--- config.mk ---
export PLATFORM = sky130hd
export DESIGN_NAME = uart_reg_rx
export DESIGN_NICKNAME = d
export VERILOG_FILES = /design/src/rtl/uart_pkg.sv /design/src/rtl/uart_rx_core.sv /design/src/rtl/uart_reg_rx.sv
export SDC_FILE = /design/constraint.sdc
export NUM_CORES = 1
export LEC_CHECK = 0
export CAP_MARGIN = 20
export CORE_MARGIN = 3
export CORE_UTILIZATION = 40
export CTS_BUF_LIST = sky130_fd_sc_hd__clkbuf_8
export DETAILED_ROUTE_END_ITERATION = 10
export HOLD_SLACK_MARGIN = 0.08
export PLACE_DENSITY = 0.6
export SYNTH_ARGS = -nofsm -noshare
export SYNTH_HDL_FRONTEND = slang
export SYNTH_SLANG_ARGS = --single-unit
export TNS_END_PERCENT = 30
--- constraint.sdc ---
create_clock -name clk -period 2.5 [get_ports clk]
set_input_delay 0.75 -clock clk [delete_from_list [all_inputs] [get_ports clk]]
set_output_delay 0.75 -clock clk [all_outputs]
set_load 0.01 [all_outputs]
--- src/rtl/uart_pkg.sv ---
// Shared definitions for the register-loading UART receiver: FSM encoding,
// frame geometry and the address/nibble split of a received byte.
package uart_pkg;

    typedef enum logic [1:0] {
        ST_IDLE  = 2'd0,
        ST_START = 2'd1,
        ST_DATA  = 2'd2,
        ST_STOP  = 2'd3
    } rx_state_e;

    localparam int FRAME_BITS = 10;
    localparam int DATA_BITS  = FRAME_BITS - 2;

    localparam int ADDR_MSB = 7;
    localparam int ADDR_LSB = 4;
    localparam int NIB_MSB  = 3;
    localparam int NIB_LSB  = 0;

    typedef struct packed {
        logic [ADDR_MSB-ADDR_LSB:0] addr;
        logic [NIB_MSB-NIB_LSB:0]   nib;
    } reg_cmd_t;

    function automatic reg_cmd_t decode_cmd(input logic [7:0] b);
        reg_cmd_t c;
        c.addr = b[ADDR_MSB:ADDR_LSB];
        c.nib  = b[NIB_MSB:NIB_LSB];
        return c;
    endfunction

endpackage

--- src/rtl/uart_rx_core.sv ---
// 8N1 byte receiver: 2-flop synchronizer, start/data/stop FSM, LSB-first shifter.
// byte_valid / frame_err are single-cycle strobes in the stop-bit sample cycle.
module uart_rx_core
    import uart_pkg::*;
#(
    parameter int OVERSAMPLE = 5
) (
    input  logic       clk,
    input  logic       rst_n,
    input  logic       rx,
    output logic [7:0] rx_byte,
    output logic       byte_valid,
    output logic       frame_err,
    output logic       busy
);

    localparam int PW = $clog2(OVERSAMPLE);
    localparam logic [PW-1:0] START_PH = PW'(OVERSAMPLE / 2);
    localparam logic [PW-1:0] BIT_PH   = PW'(OVERSAMPLE - 1);

    rx_state_e     state;
    logic          rx_s1, rx_s2, rx_prev;
    logic [1:0]    sync_fill;
    logic [PW-1:0] phase;
    logic [2:0]    bit_idx;
    logic [7:0]    shreg;
    logic          fall, bit_tick;

    // rx_prev only ever captures real samples (never the reset value of the
    // synchronizer), so a line held low through reset cannot fake an edge.
    always_ff @(posedge clk or negedge rst_n) begin
        if (!rst_n) begin
            rx_s1     <= 1'b1;
            rx_s2     <= 1'b1;
            rx_prev   <= 1'b0;
            sync_fill <= 2'b00;
        end else begin
            rx_s1     <= rx;
            rx_s2     <= rx_s1;
            sync_fill <= {sync_fill[0], 1'b1};
            rx_prev   <= rx_s2 & sync_fill[1];
        end
    end

    assign fall     = rx_prev & ~rx_s2;
    assign bit_tick = (phase == BIT_PH);

    always_ff @(posedge clk or negedge rst_n) begin
        if (!rst_n) begin
            state   <= ST_IDLE;
            phase   <= '0;
            bit_idx <= '0;
            shreg   <= '0;
        end else begin
            case (state)
                ST_IDLE: begin
                    phase   <= '0;
                    bit_idx <= '0;
                    if (fall) state <= ST_START;
                end
                ST_START: begin
                    if (phase == START_PH) begin
                        phase <= '0;
                        state <= rx_s2 ? ST_IDLE : ST_DATA;
                    end else begin
                        phase <= phase + 1'b1;
                    end
                end
                ST_DATA: begin
                    if (bit_tick) begin
                        phase   <= '0;
                        shreg   <= {rx_s2, shreg[7:1]};
                        bit_idx <= bit_idx + 3'd1;
                        if (bit_idx == 3'(DATA_BITS - 1)) state <= ST_STOP;
                    end else begin
                        phase <= phase + 1'b1;
                    end
                end
                ST_STOP: begin
                    if (bit_tick) begin
                        phase <= '0;
                        state <= ST_IDLE;
                    end else begin
                        phase <= phase + 1'b1;
                    end
                end
                default: state <= ST_IDLE;
            endcase
        end
    end

    assign byte_valid = (state == ST_STOP) && bit_tick &&  rx_s2;
    assign frame_err  = (state == ST_STOP) && bit_tick && !rx_s2;
    assign busy       = (state != ST_IDLE);
    assign rx_byte    = shreg;

endmodule

--- src/rtl/uart_reg_rx.sv ---
// Register file loaded over UART: an even-address byte stages a low nibble,
// the matching odd-address byte supplies the high nibble and commits the register.
module uart_reg_rx
    import uart_pkg::*;
#(
    parameter int OVERSAMPLE = 5,
    parameter int NUM_REGS   = 4
) (
    input  logic                  clk,
    input  logic                  rst_n,
    input  logic                  rx,
    output logic [8*NUM_REGS-1:0] regs,
    output logic [NUM_REGS-1:0]   wr_strobe,
    output logic                  frame_err,
    output logic                  busy
);

    logic [7:0] rx_byte;
    logic       byte_valid, core_ferr;

    uart_rx_core #(.OVERSAMPLE(OVERSAMPLE)) u_core (
        .clk        (clk),
        .rst_n      (rst_n),
        .rx         (rx),
        .rx_byte    (rx_byte),
        .byte_valid (byte_valid),
        .frame_err  (core_ferr),
        .busy       (busy)
    );

    reg_cmd_t                  cmd;
    logic [2:0]                k;
    logic                      k_ok;
    logic [NUM_REGS-1:0][7:0]  reg_q;
    logic [3:0]                hold;
    logic [2:0]                hold_idx;
    logic                      hold_valid;

    assign cmd  = decode_cmd(rx_byte);
    assign k    = cmd.addr[3:1];
    assign k_ok = (int'(k) < NUM_REGS);

    always_ff @(posedge clk or negedge rst_n) begin
        if (!rst_n) begin
            reg_q      <= '0;
            hold       <= '0;
            hold_idx   <= '0;
            hold_valid <= 1'b0;
            wr_strobe  <= '0;
            frame_err  <= 1'b0;
        end else begin
            wr_strobe <= '0;
            frame_err <= core_ferr;
            if (core_ferr) begin
                hold_valid <= 1'b0;
            end else if (byte_valid && k_ok) begin
                if (!cmd.addr[0]) begin
                    hold       <= cmd.nib;
                    hold_idx   <= k;
                    hold_valid <= 1'b1;
                end else begin
                    // Any odd byte in range consumes the staged nibble, match or not.
                    hold_valid <= 1'b0;
                    for (int i = 0; i < NUM_REGS; i++) begin
                        if (hold_valid && hold_idx == k && 3'(i) == k) begin
                            reg_q[i]     <= {cmd.nib, hold};
                            wr_strobe[i] <= 1'b1;
                        end
                    end
                end
            end
        end
    end

    assign regs = reg_q;

endmodule
Yosys cells after proc, flatten, opt, wreduce, memory -nomap -nowiden:

Cells that the tools add are included.

* logic and storage cells: 86
* input port bits: 3
* flip-flop bits (word level): 66
* output and inout port bits: 38

* eq/ne operators: 15
* reduce and logical (&&, ||, !) cells: 24
* $lt $le $gt $ge: 1
* add/subtract/negate cells: 2
* bitwise gates (word level): 5
* multiplexer cells: 22

Operators with widths (number)
* $reduce_and 4->1: 4
* $mux 2: 6
* $mux 4: 3
* $ne 2x1->1 const B: 5
* $logic_and 1x1->1: 9
* $mux 3: 3
* $pmux 3 s3: 1
* $pmux 2 s4: 1
* $mux 1: 7
* $add 3x1->3 const B: 2
* $eq 2x3->1 const A: 2
* $eq 3x3->1 const B: 2
* $pmux 3 s2: 1
* $reduce_bool 2->1: 3
* $reduce_and 5->1: 1
* $eq 2x2->1 const B: 2
* $reduce_and 2->1: 2
* $eq 1x3->1 const A: 1
* $eq 3x2->1 const B: 1
* $eq 3x3->1: 1
* $logic_not 3->1: 1
* $lt 3x3->1 const B: 1
* $not 1->1: 3
* $reduce_and 3->1: 1
* 5 further kinds: 6

Depth between registers and ports, before layout:

Gate-level depths: netlist of the first run.

* depth in word-level cells: 7
* depth in mapped cells: 7
* mapped depth without buffers: 5

By module:

A second synthesis of the first run with hierarchy kept.

* cells, all modules: 179
* area, all modules: 2648.8 um2

By module, submodules not included
* uart_reg_rx: times used 1, area each 1730.4 um2, cells an instance 107
* uart_rx_core: times used 1, area each 918.4 um2, cells an instance 72

Least setup slack after synthesis of the first run:

No wires, ideal clock.

* path kind: reg2reg
* start point: register u_core.phase[0]
* end point: register reg_q, in the netlist regs[24]
* data required time: 2.375 ns
* period minus slack after synthesis: 1.755 ns
* arrival: 1.630 ns
* stages on the path, launching flop included: 8
* path slack: 0.745 ns
* path through: dfrtp_1 -> inv_1 -> ha_1 -> and4_1 -> buf_6 -> and4_4 -> buf_12 -> mux2_4

* word-level cells in the longest chain between the ends: 5

RTL lines
* start: declaration: line uart_rx_core.sv:24 `logic [PW-1:0] phase;`
* start signal: assignment: line uart_rx_core.sv:66 `phase <= phase + 1'b1;`
* start signal: assignment: line uart_rx_core.sv:76 `phase <= phase + 1'b1;`
* start signal: assignment: line uart_rx_core.sv:84 `phase <= phase + 1'b1;`
* $eq 3x3->1 (*): line uart_rx_core.sv:46 `assign bit_tick = (phase == BIT_PH);`
* $logic_and 1x1->1 (*): line uart_rx_core.sv:92, uart_rx_core.sv:93
* $logic_and 1x1->1, on equally long branches: line uart_rx_core.sv:92, uart_rx_core.sv:93
* $logic_and 1x1->1 or $not 1->1 (tied branches)
* $reduce_and 4->1 (no source line) (*)
* end signal: indexed assignment: line uart_reg_rx.sv:66 `reg_q[i] <= {cmd.nib, hold};`
* end: declaration: line uart_reg_rx.sv:34 `logic [NUM_REGS-1:0][7:0] reg_q;`

Every way passes the cells marked *; elsewhere a longest branch is shown, timed or not.
A chain may end at the register's enable or synchronous reset.

Worst setup path after layout of the first run:

* start point: register u_core.state[0]
* end point: output busy

* word-level cells in the longest chain between the ends: 1

RTL lines
* start: declaration: line uart_rx_core.sv:21 `rx_state_e state;`
* start signal: assignment: line uart_rx_core.sv:64 `state <= rx_s2 ? ST_IDLE : ST_DATA;`
* $reduce_bool 2->1: line uart_rx_core.sv:94 `assign busy = (state != ST_IDLE);`
* end: declaration: line uart_reg_rx.sv:15 `output logic busy`

Every way passes these cells.

==> flow_summary.html, run 1 <==
<table>
<tr><th>Metric</th><th>Value</th></tr>
<tr><th colspan="2">Finish</th></tr>
<tr><td>Net count, final</td><td>roughly 230</td></tr>
<tr><td>Filler cell count</td><td>~560</td></tr>
<tr><td>Synth-to-Final Area Change</td><td>25.07%</td></tr>
<tr><td>Antenna cell count</td><td>0</td></tr>
<tr><td>Layout cell share with drive strength beyond 1</td><td>between 30% and 40%</td></tr>
<tr><th colspan="2">Detailed routing</th></tr>
<tr><td>Total detailed-routing wirelength</td><td>between 4000 and 5000 microns</td></tr>
<tr><td>Iteration-0 DRC count of the detailed router</td><td>45</td></tr>
<tr><td>First-pass detailed-route iteration total</td><td>4</td></tr>
<tr><td>Detail-routed net length per standard cell</td><td>between 15 and 20 microns</td></tr>
<tr><td>Via-to-Cell Ratio</td><td>5.075</td></tr>
<tr><td>Residual DRC count</td><td>0</td></tr>
<tr><td>Number of nets still failing antenna checks after routing</td><td>0</td></tr>
<tr><td>Routed via count</td><td>1558</td></tr>
<tr><th colspan="2">CTS</th></tr>
<tr><td>Max Root-Sink Buffers</td><td>2</td></tr>
<tr><td>Clock-pin slew on the worst setup and hold paths</td><td>roughly 0.07 ns</td></tr>
<tr><td>Clk root buf</td><td>sky130_fd_sc_hd__clkbuf_8</td></tr>
<tr><td>Number of H-tree branching levels</td><td>3</td></tr>
<tr><td>Number of setup buffers added after CTS</td><td>0</td></tr>
<tr><td># clock sinks</td><td>66</td></tr>
<tr><td>Clock buffer count from CTS</td><td>9</td></tr>
<tr><td>Clock tree from TritonCTS</td><td>yes</td></tr>
<tr><td>Cts-stage hold buffer count</td><td>0</td></tr>
<tr><td>Cts repair resizes</td><td>0</td></tr>
<tr><td>Worst-Skew Late Latency</td><td>roughly 0.33 ns</td></tr>
<tr><th colspan="2">Logic synthesis</th></tr>
<tr><td>List of most frequent post-synthesis cells</td><td>sky130_fd_sc_hd__dfrtp_1, sky130_fd_sc_hd__mux2_2, sky130_fd_sc_hd__inv_1, sky130_fd_sc_hd__mux2_4, sky130_fd_sc_hd__nand2_1</td></tr>
<tr><td>Mean instance size in the synthesized netlist</td><td>~15 sq um</td></tr>
<tr><td>Sequential share of the synthesized area</td><td>between 60% and 70%</td></tr>
<tr><td>Most used standard cell by instance count after synthesis</td><td>sky130_fd_sc_hd__dfrtp_1</td></tr>
<tr><td>Synthesized instance count</td><td>177</td></tr>
<tr><td>Yosys top cell by area</td><td>sky130_fd_sc_hd__dfrtp_1</td></tr>
<tr><td>Largest cells by area after synthesis</td><td>sky130_fd_sc_hd__dfrtp_1, sky130_fd_sc_hd__mux2_2, sky130_fd_sc_hd__mux2_4, sky130_fd_sc_hd__nand4_4, sky130_fd_sc_hd__ha_1</td></tr>
<tr><td>Async set or reset register ratio after synthesis</td><td>100.0%</td></tr>
<tr><td>Synth Net Count</td><td>roughly 190</td></tr>
<tr><td>EDFF count, synth</td><td>0</td></tr>
<tr><td>Post-Synthesis Cell Area</td><td>about 2700 sq um</td></tr>
<tr><td>Top-area cell type share of the netlist area</td><td>59.31%</td></tr>
<tr><td>Flops &amp; latches, synth</td><td>66</td></tr>
<tr><td>Synth unique cells</td><td>34</td></tr>
<tr><td>Top FF cell, synth</td><td>sky130_fd_sc_hd__dfrtp_1</td></tr>
<tr><td>Yosys warnings</td><td>0</td></tr>
<tr><th colspan="2">STA</th></tr>
<tr><td>Slew Limit Fails</td><td>0</td></tr>
<tr><td>Fin crit period</td><td>between 2 and 2.5 ns</td></tr>
<tr><td>Crit share post-route</td><td>94.23%</td></tr>
<tr><td>Setup Viol. Count Final</td><td>0</td></tr>
<tr><td>Clock skew after layout</td><td>approximately 0.013 ns</td></tr>
<tr><td>Max Clk Rate</td><td>0.4245 GHz</td></tr>
<tr><td>RSZ-0062 raised after global routing</td><td>no</td></tr>
<tr><td>Sum of negative setup slack</td><td>0 ns</td></tr>
<tr><td>Total count of hold-check failures in the final report</td><td>0</td></tr>
<tr><th colspan="2">Power</th></tr>
<tr><td>Static power due to leakage</td><td>1.645 nW</td></tr>
<tr><td>Switching share of power</td><td>just under 30%</td></tr>
<tr><td>Largest voltage drop on the vdd net</td><td>between 0.4 and 0.5 mV</td></tr>
<tr><td>Clk network pwr share</td><td>approximately a third</td></tr>
<tr><td>Proportion of power drawn by combinational gates</td><td>approximately 14%</td></tr>
<tr><td>Power density over the cells</td><td>771.0 nW/um^2</td></tr>
<tr><td>Total power of the final layout</td><td>between 0.002 and 0.003 W</td></tr>
<tr><td>Sequential share of power</td><td>between 50% and 60%</td></tr>
<tr><td>Cell internal power dissipation</td><td>0.001845 W</td></tr>
<tr><td>Switch Pwr</td><td>0.0007586 W</td></tr>
<tr><th colspan="2">Global routing</th></tr>
<tr><td>Global-route congestion overflow total</td><td>0</td></tr>
<tr><td>Global-route usage over all layers</td><td>between 10% and 20%</td></tr>
<tr><td>Number of global-route vias before repair</td><td>around 1600</td></tr>
<tr><td>Initial antenna violation count</td><td>0</td></tr>
<tr><td>Wire length of the first global-routing pass</td><td>about 8200 microns</td></tr>
<tr><td>Maximum number of pins on one net before global-route repair</td><td>48</td></tr>
<tr><th colspan="2">Floorplanning</th></tr>
<tr><td>Starting density of the core</td><td>between 40% and 50%</td></tr>
<tr><td>Die X</td><td>88.16 microns</td></tr>
<tr><td>Row Count</td><td>29</td></tr>
<tr><td>IO Pins</td><td>slightly above 40</td></tr>
<tr><td>Full die area</td><td>around 7800 sq um</td></tr>
<tr><td>Floorplan Core Area</td><td>about 6500 sq um</td></tr>
<tr><td>Die Span Y</td><td>slightly below 90 microns</td></tr>
<tr><th colspan="2">Worst hold path</th></tr>
<tr><td>Cell depth of the worst hold path</td><td>0</td></tr>
<tr><td>Class of the most critical hold timing path</td><td>reg -&gt; reg</td></tr>
<tr><th colspan="2">Critical path</th></tr>
<tr><td>Data required time of the worst path</td><td>~1.8 ns</td></tr>
<tr><td>CP startpoint kind</td><td>register</td></tr>
<tr><td>Cell depth of the worst flop-to-flop path</td><td>5</td></tr>
<tr><td>Worst setup EP type</td><td>output port</td></tr>
<tr><td>Arrival time reported for the critical path endpoint</td><td>roughly 1.6 ns</td></tr>
<tr><td>Kind of critical path</td><td>reg -&gt; out</td></tr>
<tr><td>Register-to-register setup slack</td><td>about 0.45 ns</td></tr>
<tr><td>Max FO, Critical Path</td><td>12</td></tr>
<tr><th colspan="2">Placed design</th></tr>
<tr><td>Post-detailed-placement half-perimeter wirelength</td><td>between 3000 and 4000 microns</td></tr>
<tr><td>Routability congestion estimate</td><td>about 0.75</td></tr>
<tr><td>Port Buf Inserts</td><td>40</td></tr>
<tr><th colspan="2">Run</th></tr>
<tr><td>Number of maximum-capacitance constraint violations</td><td>0</td></tr>
<tr><th colspan="2">Status</th></tr>
<tr><td>Result of the run</td><td>completed</td></tr>
</table>
==> flip-flops by register name (all words and copies together), names as in the netlist, named ones only <==
signal and cells:
u_core.rx_byte 8, u_core.phase 3, u_core.sync_fill 2, regs 32
hold 4, hold_valid 1, wr_strobe 4, u_core.bit_idx 3
u_core.rx_s1 1, u_core.rx_prev 1, u_core.state 1, u_core.rx_s2 1
frame_err 1, hold_idx 3
==> cell usage in the layout (no fill, tap or decap), drive strengths merged, types with 4 or more instances in the layout <==
cell | Yosys | layout
nand2 | 8 | 8
dfrtp | 64 | 64
clkdlybuf4s50 | 0 | 39
nand4 | 4 | 4
inv | 8 | 9
o21ai | 5 | 5
mux2 | 47 | 47
clkbuf | 1 | 9
ha | 5 | 5
==> cells by family (layout without fill, tap and decap cells) <==
kind of cell               Yosys count  after routing  synth area share (%)
DFF                                 66             66                 61.26
muxes                               48             48                 21.08
adders and majority gates            5              5                 2.317
xor gates and xnor gates             1              1                0.3244
and+or+nand+nor                     31             31                 9.500
AOI/OAI and AO/OA                   12             12                 2.595
buffers and inverters               13             66                 2.780
other                                1              1                0.1389
==> critical path: stages, from the launching register on <==
cell                              delay, ns
sky130_fd_sc_hd__dfrtp_1               0.49
sky130_fd_sc_hd__or2_2                 0.31
sky130_fd_sc_hd__clkdlybuf4s50_1       0.48
==> per-stage QoR <==
step                std cells  util [%]  cell area (sq um)  setup WS [ns]  hold WS [ns]
global placement          291     49.15               3174         0.5084        0.3385
floorplan                 177         -               2700         0.7453        0.3312
finish                    307     52.29               3377         0.1442        0.3569
global route              307     52.29               3377        0.07878        0.3700
detailed placement        291     49.15               3174         0.4525        0.3428
CTS                       307     52.29               3377         0.1224        0.3606
==> final timing paths <==
kind	from	endpoint
max	u_core.state[0]$_DFFE_PN0P_	busy
min	u_core.sync_fill[0]$_DFF_PN0_	u_core.sync_fill[1]$_DFF_PN0_
max reg2reg	u_core.phase[0]$_DFF_PN0_	regs[31]$_DFFE_PN0P_
min reg2reg	u_core.sync_fill[0]$_DFF_PN0_	u_core.sync_fill[1]$_DFF_PN0_
max in group asynchronous	rst_n	u_core.rx_byte[7]$_DFFE_PN0P_
min in group asynchronous	rst_n	regs[11]$_DFFE_PN0P_
==> per-layer routing <==
| layer | GRT usage, % | part of all wire, % |
|---|---|---|
| met1 | 18.49 | 45 |
| met2 | 22.03 | 51 |
| met3 | 3.198 | 3.6 |
| met4 | 6.593 | 0.93 |
| met5 | 0 | 0 |
==> final cells by class <==
cell class	instances	area (sq um)	share of cell area [%]
Sequential cell	66	1654	48.98
Inverter	8	30.03	0.8892
Multi-Input combinational cell	98	970.9	28.75
Clock buffer	9	123.9	3.668
Timing Repair Buffer	42	422.9	12.52
Clock inverter	7	78.83	2.334
Tap cell	77	96.34	2.853
==> power groups by stage <==
stage	clock (W)	sequential, W	combinational (W)
after floorplan	0	0.00130	0.000305
final	0.000885	0.00134	0.000379
after global placement	0	0.00134	0.000356
after detailed placement	0	0.00136	0.000383
after CTS	0.000919	0.00134	0.000387
after global routing	0.000970	0.00137	0.000427
Power figures use the tool's default switching activity.
==> run 2, diff against run 1 <==
--- a/config.mk
+++ b/config.mk
@@ -6,13 +6,14 @@
 export NUM_CORES = 1
 export LEC_CHECK = 0
 export CAP_MARGIN = 20
-export CORE_MARGIN = 3
+export CORE_MARGIN = 1.5
 export CORE_UTILIZATION = 40
 export CTS_BUF_LIST = sky130_fd_sc_hd__clkbuf_8
 export DETAILED_ROUTE_END_ITERATION = 10
 export HOLD_SLACK_MARGIN = 0.08
-export PLACE_DENSITY = 0.6
+export PLACE_DENSITY_LB_ADDON = 0.1
 export SYNTH_ARGS = -nofsm -noshare
 export SYNTH_HDL_FRONTEND = slang
+export SYNTH_HIERARCHICAL = 1
 export SYNTH_SLANG_ARGS = --single-unit
 export TNS_END_PERCENT = 30
==> flow_summary.html, run 2 <==
<table>
<tr><th>Metric</th><th>Value</th></tr>
<tr><th colspan="2">Status</th></tr>
<tr><td>Result of the run</td><td>completed</td></tr>
<tr><th colspan="2">Worst hold path</th></tr>
<tr><td>Cell depth of the worst hold path</td><td>0</td></tr>
<tr><td>Class of the most critical hold timing path</td><td>reg -&gt; reg</td></tr>
<tr><th colspan="2">Finish</th></tr>
<tr><td>Leading cell type in the layout, fill and taps excluded</td><td>sky130_fd_sc_hd__dfrtp_1</td></tr>
<tr><td>Synth-to-Final Area Change</td><td>31.18%</td></tr>
<tr><td>Filler cell count</td><td>529</td></tr>
<tr><td>Leading cell types in the layout, fill and taps excluded</td><td>sky130_fd_sc_hd__dfrtp_1, sky130_fd_sc_hd__mux2_2, sky130_fd_sc_hd__clkdlybuf4s50_1</td></tr>
<tr><td>Layout cell share with drive strength beyond 1</td><td>between 30% and 40%</td></tr>
<tr><td>Antenna cell count</td><td>0</td></tr>
<tr><td>Number of flip-flops under the largest register name</td><td>32</td></tr>
<tr><td>Net count, final</td><td>248</td></tr>
<tr><th colspan="2">Placed design</th></tr>
<tr><td>Port Buf Inserts</td><td>40</td></tr>
<tr><td>Routability congestion estimate</td><td>between 0.7 and 0.8</td></tr>
<tr><td>Post-detailed-placement half-perimeter wirelength</td><td>approximately 3500 microns</td></tr>
<tr><th colspan="2">Logic synthesis</th></tr>
<tr><td>Synth unique cells</td><td>36</td></tr>
<tr><td>Sequential share of the synthesized area</td><td>between 60% and 70%</td></tr>
<tr><td>Most used standard cell by instance count after synthesis</td><td>sky130_fd_sc_hd__dfrtp_1</td></tr>
<tr><td>Synthesized instance count</td><td>179</td></tr>
<tr><td>Async set or reset register ratio after synthesis</td><td>100.0%</td></tr>
<tr><td>Yosys top cell by area</td><td>sky130_fd_sc_hd__dfrtp_1</td></tr>
<tr><td>Largest cells by area after synthesis</td><td>sky130_fd_sc_hd__dfrtp_1, sky130_fd_sc_hd__mux2_2, sky130_fd_sc_hd__ha_1, sky130_fd_sc_hd__dfstp_2, sky130_fd_sc_hd__a22o_1</td></tr>
<tr><td>EDFF count, synth</td><td>0</td></tr>
<tr><td>Top FF cell, synth</td><td>sky130_fd_sc_hd__dfrtp_1</td></tr>
<tr><td>Synth Net Count</td><td>187</td></tr>
<tr><td>List of most frequent post-synthesis cells</td><td>sky130_fd_sc_hd__dfrtp_1, sky130_fd_sc_hd__mux2_2, sky130_fd_sc_hd__nand2_1</td></tr>
<tr><td>Post-Synthesis Cell Area</td><td>roughly 2600 sq um</td></tr>
<tr><td>Mean instance size in the synthesized netlist</td><td>about 15 sq um</td></tr>
<tr><td>Yosys warnings</td><td>6</td></tr>
<tr><td>Flops &amp; latches, synth</td><td>66</td></tr>
<tr><td>Top-area cell type share of the netlist area</td><td>about 60%</td></tr>
<tr><th colspan="2">Floorplanning</th></tr>
<tr><td>Floorplan Core Area</td><td>approximately 6400 sq um</td></tr>
<tr><td>Die Span Y</td><td>84.38 microns</td></tr>
<tr><td>Die X</td><td>~84 microns</td></tr>
<tr><td>Full die area</td><td>around 7100 sq um</td></tr>
<tr><td>Starting density of the core</td><td>around 41%</td></tr>
<tr><td>Row Count</td><td>29</td></tr>
<tr><td>IO Pins</td><td>41</td></tr>
<tr><th colspan="2">CTS</th></tr>
<tr><td>Clock-pin slew on the worst setup and hold paths</td><td>approximately 0.070 ns</td></tr>
<tr><td>Max Root-Sink Buffers</td><td>2</td></tr>
<tr><td>Clock tree from TritonCTS</td><td>yes</td></tr>
<tr><td>Clock buffer count from CTS</td><td>9</td></tr>
<tr><td># clock sinks</td><td>66</td></tr>
<tr><td>Worst-Skew Late Latency</td><td>around 0.33 ns</td></tr>
<tr><td>Clk root buf</td><td>sky130_fd_sc_hd__clkbuf_8</td></tr>
<tr><td>Number of H-tree branching levels</td><td>3</td></tr>
<tr><th colspan="2">Critical path</th></tr>
<tr><td>Arrival time reported for the critical path endpoint</td><td>between 1.5 and 2 ns</td></tr>
<tr><td>Cell depth of the worst flop-to-flop path</td><td>10</td></tr>
<tr><td>Max FO, Critical Path</td><td>12</td></tr>
<tr><td>Kind of critical path</td><td>reg -&gt; out</td></tr>
<tr><td>CP startpoint kind</td><td>register</td></tr>
<tr><td>Register-to-register setup slack</td><td>0.1 ns</td></tr>
<tr><td>Data required time of the worst path</td><td>between 1.5 and 2 ns</td></tr>
<tr><td>Worst setup EP type</td><td>output port</td></tr>
<tr><th colspan="2">Detailed routing</th></tr>
<tr><td>Iteration-0 DRC count of the detailed router</td><td>66</td></tr>
<tr><td>Number of nets still failing antenna checks after routing</td><td>0</td></tr>
<tr><td>Detail-routed net length per standard cell</td><td>about 17 microns</td></tr>
<tr><td>Routed via count</td><td>1666</td></tr>
<tr><td>Total detailed-routing wirelength</td><td>around 5400 microns</td></tr>
<tr><td>First-pass detailed-route iteration total</td><td>5</td></tr>
<tr><td>Residual DRC count</td><td>0</td></tr>
<tr><td>Via-to-Cell Ratio</td><td>5.174</td></tr>
<tr><th colspan="2">STA</th></tr>
<tr><td>Worst hold-check slack</td><td>about 0.36 ns</td></tr>
<tr><td>Setup Viol. Count Final</td><td>0</td></tr>
<tr><td>Sum of negative setup slack</td><td>0 ns</td></tr>
<tr><td>Clock skew after layout</td><td>approximately 0.0087 ns</td></tr>
<tr><td>Max Clk Rate</td><td>approximately 0.42 GHz</td></tr>
<tr><td>Crit share post-route</td><td>a little over nine tenths</td></tr>
<tr><td>Slew Limit Fails</td><td>0</td></tr>
<tr><td>Fin crit period</td><td>2.404 ns</td></tr>
<tr><td>Total count of hold-check failures in the final report</td><td>0</td></tr>
<tr><th colspan="2">Global routing</th></tr>
<tr><td>Wire length of the first global-routing pass</td><td>between 8000 and 9000 microns</td></tr>
<tr><td>Initial antenna violation count</td><td>0</td></tr>
<tr><td>Global-route congestion overflow total</td><td>0</td></tr>
<tr><td>Global-route usage over all layers</td><td>16.02%</td></tr>
<tr><td>Number of global-route vias before repair</td><td>around 1800</td></tr>
<tr><td>Maximum number of pins on one net before global-route repair</td><td>67</td></tr>
<tr><th colspan="2">Run</th></tr>
<tr><td>Number of maximum-capacitance constraint violations</td><td>0</td></tr>
<tr><th colspan="2">Power</th></tr>
<tr><td>Total power of the final layout</td><td>0.002732 W</td></tr>
<tr><td>Largest voltage drop on the vdd net</td><td>~0.5 mV</td></tr>
<tr><td>Power density over the cells</td><td>786.3 nW/um^2</td></tr>
<tr><td>Static power due to leakage</td><td>~1.6 nW</td></tr>
</table>
[run 2: cell types whose count changed after synthesis, moves of 4 or more]
cell                     before  now
sky130_fd_sc_hd__a22o_1       0    6
sky130_fd_sc_hd__inv_1        8    3
sky130_fd_sc_hd__mux2_2      38   47
sky130_fd_sc_hd__mux2_4       8    0
sky130_fd_sc_hd__nor3_1       0    4
[run 2: worst paths after layout]
check,startpoint,to
setup reg to reg,u_core/phase[0]$_DFF_PN0_,regs[19]$_DFFE_PN0P_
setup / recovery,u_core/state[0]$_DFFE_PN0P_,busy
min in group asynchronous,rst_n,u_core/bit_idx[0]$_DFFE_PN0P_
max in group asynchronous,rst_n,u_core/rx_s1$_DFF_PN1_
hold / removal,u_core/rx_s1$_DFF_PN1_,u_core/rx_s2$_DFF_PN1_
hold reg to reg,u_core/rx_s1$_DFF_PN1_,u_core/rx_s2$_DFF_PN1_
[run 2: metrics by stage]
step	util (%)	instance area, sq um	setup WS [ns]	cells
global route	54.41	3475	-0.02440	322
detailed placement	50.57	3229	0.03636	302
CTS	53.53	3418	0.02329	318
floorplan	-	2649	0.1490	179
global placement	50.57	3229	0.1365	302
finish	54.41	3475	0.09566	322
[run 2: timing repair]
item,4_1_cts,5_1_grt
endpoints found under the setup margin,0,38
hold endpoints to repair,0,0
hold buffers,0,0
buffers inserted,0,3
resized for setup,0,9
[run 2: logic make-up (layout without fill, tap and decap cells)]
kind of cell / after synthesis / count (layout) / synth area share [%]
compound gates: 15 / 15 / 4.110
simple gates: 39 / 39 / 9.873
fa+ha+maj: 5 / 5 / 2.362
buf+inv: 5 / 71 / 0.7554
other cells: 1 / 1 / 0.1416
flops: 66 / 66 / 62.45
xor+xnor: 1 / 1 / 0.3307
mux: 47 / 47 / 19.98
[run 2: routing by layer]
layer / part of all wire [%] / track usage, % / wire length (microns) / up-vias
met5: 0 / 0 / 0 / -
met4: 1.3 / 6.598 / 72 / 0
met3: 4.5 / 4.818 / 240 / 7
met2: 52 / 27.35 / 2769 / 35
met1: 43 / 18.95 / 2285 / 867
li1: - / - / - / 757
[run 2: power by group]
| part | switching (W) | leakage (nW) | internal [W] |
|---|---|---|---|
| combinational | 0.000265 | 0.625 | 0.000299 |
| clock | 0.000373 | 0.110 | 0.000473 |
| sequential | 0.000142 | 0.882 | 0.00118 |
| total | 0.000780 | 1.62 | 0.00195 |
[run 2: area by class of cell]
| type | instances | area [sq um] | share of cell area, % |
|---|---|---|---|
| sequential | 66 | 1654 | 47.61 |
| multi-input combinational | 108 | 997.2 | 28.70 |
| timing repair buffer | 52 | 526.8 | 15.16 |
| clock buffer | 10 | 137.6 | 3.961 |
| tap | 77 | 96.34 | 2.773 |
| clock inverter | 6 | 51.30 | 1.476 |
| inverter | 3 | 11.26 | 0.3241 |
[run 2: critical path: stages, from the launching register on]
cell,delay (ns)
sky130_fd_sc_hd__dfrtp_1,0.51
sky130_fd_sc_hd__or2_2,0.34
sky130_fd_sc_hd__clkdlybuf4s50_1,0.47
==> run 3, diff against run 2 <==
--- a/config.mk
+++ b/config.mk
@@ -9,6 +9,7 @@
 export CORE_MARGIN = 1.5
 export CORE_UTILIZATION = 40
 export CTS_BUF_LIST = sky130_fd_sc_hd__clkbuf_8
+export CTS_CLUSTER_DIAMETER = 80
 export DETAILED_ROUTE_END_ITERATION = 10
 export HOLD_SLACK_MARGIN = 0.08
 export PLACE_DENSITY_LB_ADDON = 0.1
==> results of run 3 <==
Final layout, timing and power as in run 2 (identical DEF).
